File: config.mk
export PLATFORM = sky130hd
export DESIGN_NAME = friscv_pc
export DESIGN_NICKNAME = d
export VERILOG_FILES = /design/src/rtl/friscv_pkg.sv /design/src/rtl/friscv_pc.sv
export SDC_FILE = /design/constraint.sdc
export NUM_CORES = 1
export LEC_CHECK = 0
export ABC_AREA = 1
export CAP_MARGIN = 25
export CORE_MARGIN = 8
export CORE_UTILIZATION = 25
export DETAILED_ROUTE_END_ITERATION = 10
export PLACE_DENSITY = 0.48
export RECOVER_POWER = 50
export SYNTH_ARGS = -nofsm -noshare
export SYNTH_HDL_FRONTEND = slang
export SYNTH_SLANG_ARGS = --single-unit
File: constraint.sdc
create_clock -name clk -period 3.3 [get_ports clk]
set_input_delay 0.99 -clock clk [delete_from_list [all_inputs] [get_ports clk]]
set_output_delay 0.99 -clock clk [all_outputs]
set_load 0.005 [all_outputs]
File: src/rtl/friscv_pkg.sv
// Shared definitions for the FRiscV fetch stage.
package friscv_pkg;

    localparam int XLEN = 32;

    // Step size for sequential fetch.
    localparam int PC_INC = 4;

    // Next-PC select encoding.
    typedef enum logic [1:0] {
        PC_PLUS4  = 2'b00,
        PC_BRANCH = 2'b01,
        PC_JALR   = 2'b10,
        PC_HOLD   = 2'b11
    } pc_src_t;

endpackage

File: src/rtl/friscv_pc.sv
// Program counter register for the IF stage.
// pc_out comes straight from the register, so no input reaches it combinationally.
// Reset is synchronous and takes priority over every select value.
module friscv_pc
    import friscv_pkg::*;
#(
    parameter logic [XLEN-1:0] RESET_ADDR = '0
) (
    input  logic            clk,
    input  logic            rst_n,
    input  logic [1:0]      pc_src_in,
    input  logic [XLEN-1:0] imm_in,
    output logic [XLEN-1:0] pc_out
);

    localparam logic [XLEN-1:0] INC = XLEN'(PC_INC);

    pc_src_t         pc_src;
    logic [XLEN-1:0] pc_q;
    logic [XLEN-1:0] pc_next;

    assign pc_src = pc_src_t'(pc_src_in);

    // Next-PC selection; sums wrap modulo 2^XLEN and need no overflow flag.
    always_comb begin
        pc_next = pc_q;
        case (pc_src)
            PC_PLUS4:  pc_next = pc_q + INC;
            PC_BRANCH: pc_next = pc_q + imm_in;
            PC_JALR:   pc_next = {imm_in[XLEN-1:1], 1'b0};
            PC_HOLD:   pc_next = pc_q;
            default:   pc_next = pc_q;
        endcase
    end

    // PC register; rst_n is an active-high reset despite its name.
    always_ff @(posedge clk) begin
        if (rst_n) begin
            pc_q <= RESET_ADDR;
        end else begin
            pc_q <= pc_next;
        end
    end

    assign pc_out = pc_q;

endmodule

==> flow_metrics.env <==
export IMPL_synth_lib_cells_used_distinct=40
export IMPL_slew_violations=0
export IMPL_area_growth_pct=25.1
export IMPL_floorplan_die_height_um=155
export IMPL_proportion_of_synthesized_area_in_mux_cells=0
export IMPL_detailedPlacementHpwl_mm=15.7
export IMPL_drive_above_1_share=0.0652
export IMPL_crit_path_frequent_cell="nand2_1"
export IMPL_total_setup_violations_reported_at_the_end_of_the_flow=0
export IMPL_clock_tree_buffer_depth=2
export IMPL_grt_overflow=0
export IMPL_ant_nets=0
export IMPL_cpPeakStageDelay_ps=480
export IMPL_synth_cells=908
export IMPL_fillerInstances=2216
export IMPL_rsz0062_at_grt="false"
export IMPL_post_drt_wl_per_cell_um=15.3
export IMPL_synth_xor_area_frac=0.0217
export IMPL_critPathTopFamily="simple AND/OR/NAND/NOR gates"
export IMPL_dominant_combinational_cell_family_by_area_after_synthesis="simple AND/OR/NAND/NOR gates"
export IMPL_largest_register_ffs=32
export IMPL_grt_start_max_net_pins=32
export IMPL_required_ps=3520
export IMPL_cp_arrival_ps=3340
export IMPL_synthTopCellsByArea="nand2_1, dfxtp_1, inv_1"
export IMPL_cts_root_buffer_cell="clkbuf_16"
export IMPL_hold_class="register to register"
export IMPL_ys_warn_count=0
export IMPL_layout_worst_path_cycle_share=0.947
export IMPL_cts_repair_resized=0
export IMPL_yosys_top_cell_area_share=0.257
export IMPL_number_of_enable_type_register_cells_in_the_synthesized_netlist=0
export IMPL_worstPathBufferInverterCount=3
export IMPL_global_route_usage_met2=0.264
export IMPL_synth_net_count=980
export IMPL_globalplace_congestion=0.849
export IMPL_skew_pair_late_insertion_delay_ps=280
export IMPL_slew_limit_headroom=0.679
export IMPL_run_status="complete, no violations"
export IMPL_cts_max_level=2
export IMPL_min_period_ps=3130
export IMPL_antennaDiodeCount=0
export IMPL_cp_max_fo=5
export IMPL_cp_slowest_cell="clkdlybuf4s50_1"
export IMPL_fin_total_pwr_uw=1830
export IMPL_antenna_found_initial=0
export IMPL_clock_tree_from_tritoncts="built"
export IMPL_yosys_top_cell_by_area="nand2_1"
export IMPL_drt_drc_violations_left=0
export IMPL_leakage_uw=0.00308
export IMPL_achievable_frequency_mhz=320
export IMPL_core_area_mm2=0.0192
export IMPL_vdd_ir_drop_worst_uv=197
export IMPL_async_reset_ff_frac=0
export IMPL_final_util=0.315
export IMPL_setup_worst_path_class="input pin to register"
export IMPL_power_density_mw_per_mm2=302
export IMPL_busiest_layer="met2"
export IMPL_synth_yosys_seq_area_share=0.132
export IMPL_cts_repair_timing_setup_buffer_count=0
export IMPL_grtUsageTotal=0.159
export IMPL_first_global_vias=5419
export IMPL_rows=51
export IMPL_number_of_design_rule_violations_left_by_the_first_detailed_router_iteration=361
export IMPL_finalClockSkew_ps=7.07
export IMPL_synth_ff_type="dfxtp_1"
export IMPL_vias_post_dr=5694
export IMPL_cts_made_buffers=5
export IMPL_yosys_area_share_adder=0.0947
export IMPL_cts_hold_buffers_added=0
export IMPL_die_width_um=155
export IMPL_top_level_ports=68
export IMPL_gr_usage_met3=0.0294
export IMPL_wire_length_reported_by_the_detailed_router_mm=19.1
export IMPL_numClockSinks=32
export IMPL_tightest_slew_ps=477
export IMPL_critPathCaptureType="register"
export IMPL_die_area_mm2=0.0241
export IMPL_drt_first_pass_iters=5
export IMPL_worstSetupStartpointType="input pin"
export IMPL_cap_violations=0
export IMPL_post_synth_instance_area_mm2=0.00484
export IMPL_worstPathCellList="clkdlybuf4s50_1 > ha_1 > nand2_1 > inv_1 > nand2_1 > inv_1 > nand2_1 > nor3_1 > nand2_1 > nand3_1 > nand3_1 > nand2_1 > nand2_1 > a21oi_1"
export IMPL_worst_setup_hold_path_clk_slew_ps=60
export IMPL_synth_simple_gate_area_share=0.455
export IMPL_buffer_ports_inserted=67
export IMPL_use_met1=0.212
export IMPL_grt_first_pass_wirelength_mm=30.0
export IMPL_finalHoldWorstSlack_ps=550
export IMPL_initial_utilization=0.252
export IMPL_postSynthRegisterBits=32
export IMPL_vias_per_cell=4.57
export IMPL_post_layout_net_count=1054
export IMPL_postSynthAreaPerCell_um2=5.33
export IMPL_synth_compound_gate_area_share=0.166
export IMPL_hold_violations=0
==> worst paths after layout <==
check	from	to	slack, ps	cells after the start
worst min register to register	pc_out[0]	pc_out[0]	550	2
worst min-delay path	pc_out[0]	pc_out[0]	550	2
worst max register to register	pc_out[23]	pc_out[27]	870	11
worst max-delay path	imm_in[14]	pc_out[27]	170	14
==> logic make-up after synthesis <==
family | after synthesis
AND/OR/NAND/NOR | 510
buffers and inverters | 164
AO/OA/AOI/OAI | 154
adder cells (fa/ha/maj) | 36
flip-flops | 32
XOR/XNOR | 12
==> layout make-up <==
type / count / area [um^2] / area share
multi-input combinational: 712 / 3570 / 0.590
timing repair buffer: 88 / 841 / 0.139
sequential: 32 / 641 / 0.106
inverter: 143 / 537 / 0.0887
tap: 265 / 332 / 0.0548
clock buffer: 6 / 129 / 0.0213
clock inverter: 1 / 5.00 / 0.000827
==> power breakdown <==
| part | internal (uW) | switching [uW] |
|---|---|---|
| Combinational | 348 | 514 |
| Sequential | 424 | 83.3 |
| Clock | 275 | 186 |
==> worst reg2reg max path, delay by kind of cell (launching register included) <==
family,cells,cell delay [ps]
buffers and inverters,1,100
adder cells (fa/ha/maj),1,450
AND/OR/NAND/NOR,8,1260
AO/OA/AOI/OAI,1,110
flip-flops,1,440
==> metrics by stage <==
| stage | cells | TNS [ps] | instance area (um^2) | worst slack (ps) |
|---|---|---|---|---|
| 6_report | 1247 | 0 | 6050 | 174 |
| 5_1_grt | 1247 | 0 | 6050 | 22.5 |
| 4_1_cts | 1247 | 0 | 6050 | 218 |
| 3_5_place_dp | 1240 | -65.2 | 5920 | -65.2 |
| 3_3_place_gp | 1240 | -141 | 5920 | -141 |
| 2_1_floorplan | 908 | 0 | 4840 | 604 |
==> cells in the mapped netlist, drive strengths merged (9+ instances only) <==
| master | count |
|---|---|
| a21oi | 88 |
| clkbuf | 15 |
| dfxtp | 32 |
| ha | 35 |
| inv | 143 |
| nand2 | 339 |
| nand3 | 59 |
| nand4 | 9 |
| nor2 | 71 |
| nor3 | 14 |
| o21ai | 54 |
| or2 | 9 |
==> routing by layer <==
layer	part of all wire	vias up
li1	-	3029
met1	0.49	2511
met2	0.45	140
met3	0.051	14
met4	0.014	0
met5	0	-
==> placed cells by master, fill, tap and decap left out, types with 31 or more instances in the layout <==
cell type | netlist | routed
o21ai_0 | 51 | 51
clkdlybuf4s50_1 | 0 | 36
nand3_1 | 56 | 56
ha_1 | 35 | 35
nor2_1 | 64 | 64
dfxtp_1 | 32 | 32
dlygate4sd3_1 | 0 | 31
nand2_1 | 331 | 331
a21oi_1 | 86 | 86
inv_1 | 140 | 140
Power figures use the tool's default switching activity.
